===== src/rtl/traffic_demand_detector.sv =====
// Per-approach vehicle demand detection: sensor synchronizer, debounce, request FSM and starvation timer.
// Optional lamp-conflict monitor is built only when TRAFFIC_CONFLICT_MON_EN is defined.
module traffic_demand_detector #(
  parameter int unsigned DEBOUNCE_CYCLES = 4,
  parameter int unsigned MAX_WAIT        = 16
) (
  input  logic       clk,
  input  logic       reset,
  input  logic [3:0] sensor,
  input  logic [3:0] green,
  input  logic [3:0] yellow,
  output logic [3:0] req,
  output logic [3:0] starve,
  output logic       conflict
);

  typedef enum logic [1:0] {IDLE, PENDING, SERVED} state_t;

  localparam logic [7:0]  DEB_MAX  = 8'(DEBOUNCE_CYCLES);
  localparam logic [15:0] WAIT_MAX = 16'(MAX_WAIT);

  logic [3:0]  sync1_q, sync1_d;
  logic [3:0]  sync2_q, sync2_d;
  logic [7:0]  deb_q [4];
  logic [7:0]  deb_d [4];
  logic [3:0]  detect_q, detect_d;
  state_t      state_q [4];
  state_t      state_d [4];
  logic [15:0] wait_q [4];
  logic [15:0] wait_d [4];
  logic [3:0]  req_q, req_d;
  logic [3:0]  starve_q, starve_d;

  always_comb begin
    sync1_d  = sensor;
    sync2_d  = sync1_q;
    detect_d = '0;
    req_d    = '0;
    starve_d = '0;
    for (int i = 0; i < 4; i++) begin
      deb_d[i]   = '0;
      state_d[i] = state_q[i];
      wait_d[i]  = '0;

      if (sync2_q[i]) begin
        deb_d[i] = (deb_q[i] == DEB_MAX) ? deb_q[i] : deb_q[i] + 8'd1;
      end
      // detect is registered so the sensor-to-request latency is DEBOUNCE_CYCLES+3 edges
      detect_d[i] = (deb_q[i] == DEB_MAX);

      case (state_q[i])
        IDLE:    if (detect_q[i] && !green[i] && !yellow[i]) state_d[i] = PENDING;
        PENDING: if (green[i]) state_d[i] = SERVED;
        SERVED:  if (!green[i] && !yellow[i]) state_d[i] = IDLE;
        default: state_d[i] = IDLE;
      endcase

      if (state_d[i] == PENDING && state_q[i] == PENDING) begin
        wait_d[i] = (wait_q[i] == WAIT_MAX) ? wait_q[i] : wait_q[i] + 16'd1;
      end

      // outputs follow the next state so req drops on the same edge that enters SERVED
      req_d[i]    = (state_d[i] == PENDING);
      starve_d[i] = (state_d[i] == PENDING) && (wait_d[i] == WAIT_MAX);
    end
  end

  always_ff @(posedge clk or posedge reset) begin
    if (reset) begin
      sync1_q  <= '0;
      sync2_q  <= '0;
      detect_q <= '0;
      req_q    <= '0;
      starve_q <= '0;
      for (int i = 0; i < 4; i++) begin
        deb_q[i]   <= '0;
        state_q[i] <= IDLE;
        wait_q[i]  <= '0;
      end
    end else begin
      sync1_q  <= sync1_d;
      sync2_q  <= sync2_d;
      detect_q <= detect_d;
      req_q    <= req_d;
      starve_q <= starve_d;
      for (int i = 0; i < 4; i++) begin
        deb_q[i]   <= deb_d[i];
        state_q[i] <= state_d[i];
        wait_q[i]  <= wait_d[i];
      end
    end
  end

  assign req    = req_q;
  assign starve = starve_q;

`ifdef TRAFFIC_CONFLICT_MON_EN
  logic       conflict_q, conflict_d;
  logic [3:0] lit;

  always_comb begin
    lit = green | yellow;
    // clearing the lowest set bit leaves something only when two or more approaches are lit
    conflict_d = conflict_q | ((lit & (lit - 4'd1)) != 4'd0);
  end

  always_ff @(posedge clk or posedge reset) begin
    if (reset) conflict_q <= 1'b0;
    else       conflict_q <= conflict_d;
  end

  assign conflict = conflict_q;
`else
  assign conflict = 1'b0;
`endif

endmodule


===== config.mk =====
export PLATFORM = sky130hd
export DESIGN_NAME = traffic_demand_detector
export DESIGN_NICKNAME = d
export VERILOG_FILES = /design/src/rtl/traffic_demand_detector.sv
export SDC_FILE = /design/constraint.sdc
export NUM_CORES = 1
export LEC_CHECK = 0
export BUFFER_PORTS_ARGS = -buffer_cell sky130_fd_sc_hd__buf_2
export CAP_MARGIN = 20
export CORE_AREA = 3 3 115 117
export CTS_BUF_LIST = sky130_fd_sc_hd__clkbuf_8
export CTS_CLUSTER_SIZE = 10
export DETAILED_ROUTE_END_ITERATION = 6
export DIE_AREA = 0 0 118 120
export PLACE_DENSITY = 0.85
export SYNTH_ARGS = -nofsm -noshare
export SYNTH_HDL_FRONTEND = slang
export SYNTH_SLANG_ARGS = --single-unit

===== constraint.sdc =====
create_clock -name clk -period 4.4 [get_ports clk]
set_clock_uncertainty 0.15 [all_clocks]
set_input_delay 0.88 -clock clk [delete_from_list [all_inputs] [get_ports clk]]
set_output_delay 0.88 -clock clk [all_outputs]
set_load 0.005 [all_outputs]

======== After elaboration in Yosys (flattened, before gate mapping) ========
Index checks and enable logic that the tools add are counted.
cells by class
  equal/unequal tests ..................... 28
  mux-type cells .......................... 32
  $add $sub $neg .......................... 8
  divide/modulo/power cells ............... 0
  $lt $le $gt $ge ......................... 0
  shift-type cells ........................ 0
  bitwise operators ....................... 0
  reduce and logical (&&, ||, !) cells .... 32
  multipliers ............................. 0
operator list
  kind                                                               number
  16-bit by 5-bit == test with 1-bit output (second input constant)  8
  16-bit 2-to-1 mux                                                  8
  16-bit by 1-bit adder with 16-bit output (second input constant)   4
  8-bit 2-to-1 mux                                                   8
  8-bit by 1-bit adder with 8-bit output (second input constant)     4
  8-bit by 3-bit == test with 1-bit output (second input constant)   4
  2-bit 2-to-1 mux                                                   12
  2-bit one-hot mux with 3 select lines                              4
  1-bit logical AND                                                  20
  2-bit by 1-bit == test with 1-bit output (second input constant)   8
  2-bit == test (second input constant)                              4
  1-bit zero test                                                    8
  2-bit zero test                                                    4
  2-bit inequality test (second input constant)                      4
word-level totals
  word-level logic and storage cells ...... 117
  input bits .............................. 14
  output and inout port bits .............. 9
  ROM bits ................................ 0
  memories kept ........................... 0
  RAM bits ................................ 0
  register bits after elaboration ......... 124
  bits in latches ......................... 0

======== Depth between registers and ports, before layout ========
Gate-level depths: netlist (run 1).
  word-level depth ........................ 10
  mapped depth ............................ 8
  mapped depth without buffers ............ 8

======== Least setup slack after synthesis (run 1) ========
Ideal clock, no wire load.
  kind .................................... input to register
  from .................................... input port green[0]
  to ...................................... register starve_q[0] (netlist: starve[0])
  library setup time ...................... 0.111 ns
  cell stages on the path ................. 5
  required time ........................... 4.139 ns
  data arrival time ....................... 2.217 ns
  path slack .............................. 1.922 ns
  cell sequence ........................... or3b_2 > clkbuf_1 > nor4_1 > o2111ai_1 > a2111oi_2
on the way
  longest elaborated chain between the ends .. 10
ends and longest elaborated chain
  element                                     line    RTL
  start: declaration                          10      input logic [3:0] green,
  1-bit zero test                             52, 54
  1-bit logical AND (2 in a row)              52      IDLE: if (detect_q[i] && !green[i] && !yellow[i]) state_d[i] = PENDING;
  2-bit 2-to-1 mux                            52
  2-bit one-hot mux with 3 select lines *     51      case (state_q[i])
  2-bit by 1-bit == test with 1-bit output *  58, 64
  1-bit logical AND                           58      if (state_d[i] == PENDING && state_q[i] == PENDING) begin
  16-bit 2-to-1 mux                           58
  16-bit by 5-bit == test with 1-bit output   64      starve_d[i] = (state_d[i] == PENDING) && (wait_d[i] == WAIT_MAX);
  1-bit logical AND *                         64
  via starve_d[0]                             32      logic [3:0] starve_q, starve_d;
  end signal: assignment                      85      starve_q <= starve_d;
  end: declaration                            32
The timed path passes the listed nets; every way through them passes the cells marked *.
A chain may end at the register's enable or synchronous reset.

======== Final worst setup path (run 1) ========
  from .................................... register wait_q[48] (netlist bit)
  to ...................................... register starve_q[0] (netlist: starve[0])
on the way
  longest elaborated chain between the ends .. 5
ends and longest elaborated chain
  element                                                                                                line  RTL
  start: declaration                                                                                     29    logic [15:0] wait_q [4];
  start signal: indexed assignment                                                                       89    wait_q[i] <= wait_d[i];
  16-bit by 1-bit adder with 16-bit output or 16-bit by 5-bit == test with 1-bit output (tied branches)  59    wait_d[i] = (wait_q[i] == WAIT_MAX) ? wait_q[i] : wait_q[i] + 16'd1;
  16-bit 2-to-1 mux *                                                                                    59
  16-bit 2-to-1 mux *                                                                                    58
  16-bit by 5-bit == test with 1-bit output *                                                            64
  1-bit logical AND *                                                                                    64
  via starve_d[0]                                                                                        32
Marks and branches as above.

==> flow_summary.toml, run 1 <==
[layout]
nets = 744
finalInstanceArea_um2 = 7194
synthToLayoutAreaGrowth_pct = 7.216
layout.cells.non_filler = 897
drive_above_1_share_pct = 9.379
diodes = 0
fillers = 1026
final_util_pct = 57.71

[pwr]
seq_power_share_pct = 56.4
irDropWorstVdd_mv = 0.2167
power_frac_clock_pct = 38.1
p_switching_uw = 542.8
power_per_cell_area_nw_per_um2 = 301.2
p_sw_share_pct = 25.05
p_leak_uw = 0.003010
p_comb_share_pct = 5.5
p_int_uw = 1624

[routing]
drt_first_pass_iters = 5
wl_um = 13090
drtIter0Drc = 438
postRouteAntennaNets = 0
avgViaCountPerCell = 5.837
drc = 0
vias = 5236
routedWlPerCell_um = 14.60

[floorplan]
rows = 41
ios = 23
die_height_um = 120
die_area_um2 = 14160
die_x_um = 118
initial_core_util_pct = 53.83
core_um2 = 12470

[clock_tree]
post_cts_buffers = 0
clock_sinks = 124
cts_tree = "built"
cts_made_buffers = 17
cts_buffer_depth = 2
post_cts_resized = 0
path_clk_slew_ns = 0.06
postCtsHoldBufs = 0
clockRootBuffer = "clkbuf_8"
h-tree-depth = 4
clk_latency_ns = 0.44

[global_route]
globalRouteOverflowTotal = 0
grt_pass1_vias = 5194
antenna_found_initial = 0
grt_first_pass_wirelength_um = 23290
grt_max_degree = 58
grtUsageTotal_pct = 19.66

[synthesis]
netlist-cell-type-count = 64
netlist_area_um2 = 6710
synth_top_area_share_pct = 46.24
synth_area_leaders = "dfrtp_1 (46%), xnor2_1 (6.1%), nor2_1 (4.5%), xor2_1 (3.5%), ha_1 (3.0%)"
synth_edf_count = 0
synthFlopType = "dfrtp_1"
yosysWarnings = 0
synth_seq_cells = 124
ys_seq_area_share_pct = 46.24
yosysMostFrequentCell = "dfrtp_1"
async_flop_share_pct = 100.0
postSynthAreaPerCell_um2 = 9.478
yosysTopAreaCell = "dfrtp_1"
synth_common_cells = "dfrtp_1 (124), nor2_1 (80), xnor2_1 (47)"
syn_inst = 708
synth_fp_nets = 738

[critical_path]
rrSetupSlack_ns = 1.81
crit_chain = "ha_1 -> nand2_1 -> or4_4 -> and4bb_1 -> o221ai_2 -> a2111oi_2"
crit_path_end_kind = "flip-flop"
critPathKind = "reg2reg"
r2r_cells = 6
critPathMaxFanout = 7
required_ns = 4.56
cp-start-kind = "flip-flop"
cp_slowest_cell = "or4_4"
worstPathArrival_ns = 2.74
cp_slowest_stage_delay_ns = 0.58

[sta]
hold_viol_final = 0
rsz0062_at_grt = "no"
setup_violations = 0
finalCriticalPeriod_ns = 2.586
slew_headroom_pct = 54.93
worst_pin_slew_ns = 0.6760
final.setup.tns_ns = 0
layout_worst_path_cycle_share_pct = 58.77
fmax_ghz = 0.3867
slew_viol_final = 0
setup_ws_ns = 1.814

[placed_design]
post-dp-hpwl_um = 9016
port-buffer-count = 21
place_congestion = 0.8651
dp_slack_ns = 1.566
place_area_um2 = 6875
dp.cells = 867

[hold_path]
hold_depth = 0
hp-class = "reg2reg"

[job]
cap_violations = 0

[run_status]
status = "completed"
## worst max-delay path, delay by kind of cell, from the launching register on
kind	cells	cell delay (ns)
adders and majority gates	1	0.27
DFF	1	0.46
AOI/OAI and AO/OA	2	0.51
and+or+nand+nor	3	1.07
## power groups by stage
stage	Combinational, µW	Sequential [µW]	Clock (µW)
after floorplan	91.3	1230	0
after global placement	115	1240	0
after detailed placement	122	1240	0
after CTS	123	1220	850
after global routing	142	1230	904
final	120	1220	825
## layout make-up
class                      instances  area, µm²  share of cell area [%]
multi-input combinational        514       3307                   45.97
sequential                       124       3103                   43.13
clock buffer                      19      261.5                   3.635
tap                              172      215.2                   2.991
inverter                          34      130.1                   1.809
timing repair buffer              23      120.1                   1.670
clock inverter                    11      57.56                  0.8000
## flip-flops by register name, indices dropped and copies added (netlist names)
name      count
sync2_q       4
deb_q        32
sync1_q       4
state_q       8
req           4
wait_q       64
starve        4
detect_q      4
## through the flow
step	power (µW)	hold slack, ns
2_1_floorplan	1322	0.1812
3_3_place_gp	1352	0.1850
3_5_place_dp	1365	0.1864
4_1_cts	2195	0.2036
5_1_grt	2274	0.2116
6_report	2167	0.2000
## per-layer routing
layer  vias to the layer above  share of wire, %  GRT usage [%]  wire length, µm
li1                       2494                 -              -                -
met4                         0               1.9          8.132              244
met3                        26               4.2          4.760              545
met2                       147                50          33.27             6607
met5                         -                 0              0                0
met1                      2569                43          24.25             5693
## final timing paths
check / end / start
worst max-delay path: starve[0] / wait_q[48]
worst min-delay path: sync2_q[1] / sync1_q[1]
worst max register to register: starve[0] / wait_q[48]
worst min register to register: sync2_q[1] / sync1_q[1]
max in group asynchronous: wait_q[46] / reset
min in group asynchronous: detect_q[0] / reset
## layout by cell type, fill, tap and decap left out, types with 9 or more instances in the layout
cell type	synthesis	final
dfrtp_1	124	124
nor2_1	80	80
xnor2_1	47	47
nand2_1	41	41
nand3_1	40	40
inv_1	33	35
nor3_1	30	30
xor2_1	27	27
a21oi_1	24	24
nand4_1	23	23
nor4_1	21	21
buf_2	6	21
clkbuf_8	0	19
and2_1	16	16
ha_1	16	16
and3_1	14	14
o21ai_0	14	14
nor3b_1	9	9
or3_1	9	9
## cells by family after synthesis
logic type	share of synthesized area, %
simple gates	27.17
flops	46.24
compound gates	8.130
xor+xnor	9.659
buf+inv	4.475
fa+ha+maj	2.983
mux	1.287
other cells	0.05589
Note: power is estimated with default switching activity, not from simulation.
==> inputs of run 2 (changes only) <==
Settings changed: PLACE_DENSITY 0.85 to 0.82.
Clock period 4.4 ns to 2.47 ns, I/O delays scaled along.
==> run 2 against run 1 <==
  * Combinational power grew 86%
  * Register-to-register slack lost 1.7 ns
  * Flip-flop and latch count is the same
  * Highest routed layer unchanged
  * Maximum frequency grew 9.5%
  * Hold slack lost 0.12 ns
==> flow_summary.toml, run 2 (synthesis gave the netlist of run 1 again) <==
[run_status]
status = "completed"

[routing]
drc = 0
vias = 5381
wl_um = 13760
postRouteAntennaNets = 0
drt_first_pass_iters = 5
routedWlPerCell_um = 14.94
avgViaCountPerCell = 5.843
drtIter0Drc = 405

[floorplan]
die_area_um2 = 14160
rows = 41
initial_core_util_pct = 53.83
ios = 23
die_x_um = 118
core_um2 = 12470
die_height_um = 120

[critical_path]
cp-start-kind = "flip-flop"
crit_chain = "and4_1 -> a221o_1 -> a221o_1 -> or4_1 -> nor4_2"
worstPathArrival_ns = 2.56
path_delay_family = "simple AND/OR/NAND/NOR gates"
cp_slowest_stage_delay_ns = 0.49
critPathMaxFanout = 9
crit_path_end_kind = "flip-flop"
path_common_cell = "a221o_1"
cp_num_buf_inv = 0
r2r_start = "wait_q[35]"
required_ns = 2.67
cp_slowest_cell = "dfrtp_1"
crit_path_start = "wait_q[35]"
critPathKind = "reg2reg"

[layout]
most-common-layout-cells = "dfrtp_1 (120), nor2_1 (80), xnor2_1 (47), nand2_1 (41), nand3_1 (40)"
regMostFlops = "wait_q"
finalInstanceArea_um2 = 7475
largest_reg_flops = 64
diodes = 0
final_util_pct = 59.96
synthToLayoutAreaGrowth_pct = 11.39
layout.cells.non_filler = 921
mostFrequentLayoutCell = "dfrtp_1"
reg_top3 = "wait_q (64), deb_q (32), state_q (8)"
nets = 766
drive_above_1_share_pct = 13.08
fillers = 1036

[global_route]
grt_pass1_vias = 5157
grtUsageTotal_pct = 20.57
grt_first_pass_wirelength_um = 23980
globalRouteOverflowTotal = 0
antenna_found_initial = 0
grt_max_degree = 125

[pwr]
power_per_cell_area_nw_per_um2 = 541.5
p_leak_uw = 0.003113
irDropWorstVdd_mv = 0.3347

[clock_tree]
cts_made_buffers = 17
clk_latency_ns = 0.45
cts_tree = "built"
clockRootBuffer = "clkbuf_8"
clock_sinks = 124
path_clk_slew_ns = 0.07
cts_buffer_depth = 2
h-tree-depth = 4

[job]
cap_violations = 0

[sta]
setup_violations = 0
slew_viol_final = 0
hold_viol_final = 0
layout_worst_path_cycle_share_pct = 95.58
worst_pin_slew_ns = 0.6371
fmax_ghz = 0.4236
finalCriticalPeriod_ns = 2.361
slew_headroom_pct = 57.52

[placed_design]
port-buffer-count = 21
dp.cells = 882
place_area_um2 = 7002
place_congestion = 0.8998
post-dp-hpwl_um = 9096

[hold_path]
hp-class = "in2async"
## run 2: cell count changes in the layout (fill, tap and decap cells not counted), sizes merged
cell and delta:
bufinv +1, buf +18, dlygate4sd3 +4, clkinvlp +5, clkinv -4
## run 2: final timing paths
kind	end	slack (ns)	cells past startpoint
max	starve[1]	0.11	5
max in group asynchronous	wait_q[16]	1.58	3
min	sync1_q[1]	0.08	3
max reg2reg	starve[1]	0.11	5
min in group clk	state_q[4]	0.11	2
min reg2reg	sync2_q[1]	0.20	0
## run 2: worst reg2reg max path, delay by kind of cell (launching register included)
kind | cells | cell delay [ns]
AO/OA/AOI/OAI | 2 | 0.64
AND/OR/NAND/NOR | 3 | 0.99
flip-flops | 1 | 0.49
## run 2: power breakdown
part	switching (µW)	internal, µW	total (µW)
Combinational	128	94.9	223
Sequential	80.8	2090	2170
Clock	819	832	1650
Total	1030	3020	4050
## run 2: layer usage
metal  GRT usage (%)  routed length [µm]  up-vias
met5               0                   0        -
met4           9.451                 314        0
met3           4.807                 604       41
met2           33.52                6872      177
met1           26.21                5967     2612
li1                -                   -     2551
## run 2: through the flow
| stage | TNS [ns] | setup WS, ns | hold WS, ns | power (µW) |
|---|---|---|---|---|
| detailed placement | -0.09118 | -0.05868 | 0.1872 | 2434 |
| floorplan | 0 | 0.1633 | 0.1812 | 2356 |
| global placement | 0 | 0.06845 | 0.1830 | 2412 |
| global route | -0.03106 | -0.02906 | 0.08430 | 4237 |
| finish | 0 | 0.1092 | 0.07910 | 4048 |
| CTS | 0 | 0.01869 | 0.08269 | 4080 |
## run 2: area by class of cell
class / count / area, µm² / area share, %
timing repair buffer: 45 / 307.8 / 4.118
inverter: 34 / 131.4 / 1.758
clock buffer: 19 / 261.5 / 3.498
multi-input combinational: 514 / 3348 / 44.79
sequential: 124 / 3108 / 41.58
tap: 172 / 215.2 / 2.879
clock inverter: 13 / 102.6 / 1.373
## run 2: what timing repair did
action,CTS,global route
resized for setup,3,10
hold endpoints to repair,4,0
endpoints found under the setup margin,2,3
setup buffers,0,3
hold buffers,4,0
pin swaps,0,1
==> inputs of run 3 (changes only) <==
Settings changed: ABC_AREA set to 1, CAP_MARGIN 20 to not set, PLACE_DENSITY 0.82 to 0.85.
Clock period 2.47 ns to 2.15 ns, I/O delays scaled along.
==> run 3 against run 2 <==
  * Setup slack improved by 0.16 ns
  * Hold slack got worse by 0.078 ns
  * Synthesized area increased by 0.91%
  * Sequential share of layout area decreased by 0.66 points
  * Count of clock-buffer cells in the layout increased by 2
  * Routed wire length decreased by 5.5%
  * Cell count increased by 21%
  * Sequential power increased by 16%
  * Register-to-register slack improved by 0.16 ns
  * Critical endpoint is now starve[2]
==> flow_summary.toml, run 3 <==
[synthesis]
syn_inst = 883
synth_seq_cells = 124
synth_top_area_share_pct = 45.82
async_flop_share_pct = 100.0
netlist-cell-type-count = 39
yosysTopAreaCell = "dfrtp_1"
yosysWarnings = 0
synthFlopType = "dfrtp_1"
ys_seq_area_share_pct = 45.82
postSynthAreaPerCell_um2 = 7.669
netlist_area_um2 = 6771
synth_edf_count = 0
synth_fp_nets = 913
yosysMostFrequentCell = "nand2_1"
synth_common_cells = "nand2_1 (157), inv_1 (154), nor2_1 (126)"
synth_area_leaders = "dfrtp_1 (46%), nand2_1 (8.7%), inv_1 (8.5%), nand3_1 (7.6%), nor2_1 (7.0%)"

[critical_path]
critPathMaxFanout = 4
cp-start-kind = "flip-flop"
cp_slowest_stage_delay_ns = 0.40
crit_path_end_kind = "flip-flop"
rrSetupSlack_ns = 0.27
crit_chain = "ha_1 -> inv_1 -> nor2_1 -> nand3_1 -> nand3_1 -> nand2_1 -> inv_1 -> nand2_1 -> nor2_1 -> nand3_1 -> nor2_1"
required_ns = 2.38
r2r_cells = 11
critPathKind = "reg2reg"
r2r_start = "wait_q[17]"
cp_slowest_cell = "dfrtp_1"
worstPathArrival_ns = 2.11
r2r-end = "starve[2]"

[sta]
slew_viol_final = 0
setup_violations = 0
fmax_ghz = 0.5315
final.setup.tns_ns = 0
rsz0062_at_grt = "no"
worst_pin_slew_ns = 0.6364
setup_ws_ns = 0.2685
slew_headroom_pct = 57.57
layout_worst_path_cycle_share_pct = 87.51
hold_viol_final = 0
finalCriticalPeriod_ns = 1.882

[routing]
avgViaCountPerCell = 5.092
routedWlPerCell_um = 11.71
drt_first_pass_iters = 5
drc = 0
vias = 5652
drtIter0Drc = 483
wl_um = 13000
postRouteAntennaNets = 0

[clock_tree]
cts_tree = "built"
clock_sinks = 124
clockRootBuffer = "clkbuf_8"
cts_made_buffers = 17
clk_latency_ns = 0.45
post_cts_buffers = 0
path_clk_slew_ns = 0.07
cts_buffer_depth = 2
h-tree-depth = 4

[placed_design]
port-buffer-count = 21
place_area_um2 = 7092
dp_slack_ns = 0.2670
post-dp-hpwl_um = 9318
place_congestion = 0.8898

[layout]
nets = 956
synthToLayoutAreaGrowth_pct = 11.99
drive_above_1_share_pct = 11.09
fillers = 1093
reg_top3 = "wait_q (64), deb_q (32), state_q (8)"
diodes = 0
finalInstanceArea_um2 = 7584
regMostFlops = "wait_q"
most-common-layout-cells = "nand2_1 (157), inv_1 (153), nor2_1 (126), dfrtp_1 (124), nand3_1 (103)"
mostFrequentLayoutCell = "nand2_1"
largest_reg_flops = 64

[pwr]
power_per_cell_area_nw_per_um2 = 673.3
irDropWorstVdd_mv = 0.5274
power_uw = 5106
p_leak_uw = 0.003841

[floorplan]
die_height_um = 120
core_um2 = 12470
die_area_um2 = 14160
die_x_um = 118
ios = 23
rows = 41
initial_core_util_pct = 54.32

[global_route]
grt_max_degree = 125
antenna_found_initial = 0
globalRouteOverflowTotal = 0
grtUsageTotal_pct = 19.79
grt_first_pass_wirelength_um = 23070
grt_pass1_vias = 5353

[run_status]
status = "completed"

[hold_path]
hp-class = "in2async"

[job]
cap_violations = 0
==> run 3: cell families (layout without fill, tap and decap cells) <==
group	count (synthesis)	count (layout)	synth area share [%]
and+or+nand+nor	470	470	32.52
buffers and inverters	164	219	9.497
DFF	124	124	45.82
AOI/OAI and AO/OA	98	98	7.853
adders and majority gates	16	16	2.956
xor gates and xnor gates	10	10	1.294
other	1	1	0.05538
==> run 3: stage by stage <==
step	instances	utilization, %	hold WS, ns
detailed placement	1075	56.89	0.1847
global placement	1075	56.89	0.1817
finish	1110	60.84	0.001014
CTS	1110	60.84	0.03115
floorplan	883	-	0.1812
global route	1110	60.84	0.06840
==> run 3: worst max-delay path by stage <==
stage,startpoint,endpoint,slack [ns]
2_1_floorplan,reset,deb_q[0],0.04
3_3_place_gp,green[3],starve[3],0.32
3_5_place_dp,green[3],starve[3],0.27
4_1_cts,wait_q[16],starve[2],0.28
5_1_grt,wait_q[0],starve[3],0.05
6_report,wait_q[17],starve[2],0.27
==> run 3: power by group <==
| part | internal, µW | leakage [µW] | switching, µW |
|---|---|---|---|
| combinational | 111 | 0.00192 | 193 |
| clock | 1380 | 0.000224 | 913 |
| sequential | 2420 | 0.00170 | 88.8 |
| total | 3910 | 0.00384 | 1190 |
==> run 3: critical path, delay by kind of cell (launching register included) <==
kind	cells	cell delay, ns
and+or+nand+nor	8	0.89
DFF	1	0.40
buffers and inverters	2	0.11
adders and majority gates	1	0.24
==> run 3: routing by layer <==
metal | vias to the layer above | GRT usage, % | routed length, µm
met5 | - | 0 | 0
met3 | 24 | 4.288 | 509
li1 | 2902 | - | -
met1 | 2610 | 26.05 | 6170
met4 | 0 | 8.864 | 244
met2 | 116 | 31.62 | 6072
==> run 3: cell type report <==
class                   count  area (µm²)  share of cell area, %
flip-flops and latches    124        3103                  40.92
multi-input cells         595        3025                  39.89
clock inverters            10       162.7                  2.145
inverters                 159       600.6                  7.919
clock buffers              21       289.0                  3.811
well taps                 172       215.2                  2.838
repair buffers             29       187.7                  2.475
==> run 3: timing repair <==
| item | CTS | global route |
|---|---|---|
| hold endpoints to repair | 4 | 0 |
| hold buffers | 4 | 0 |
| gates resized for setup | 0 | 0 |
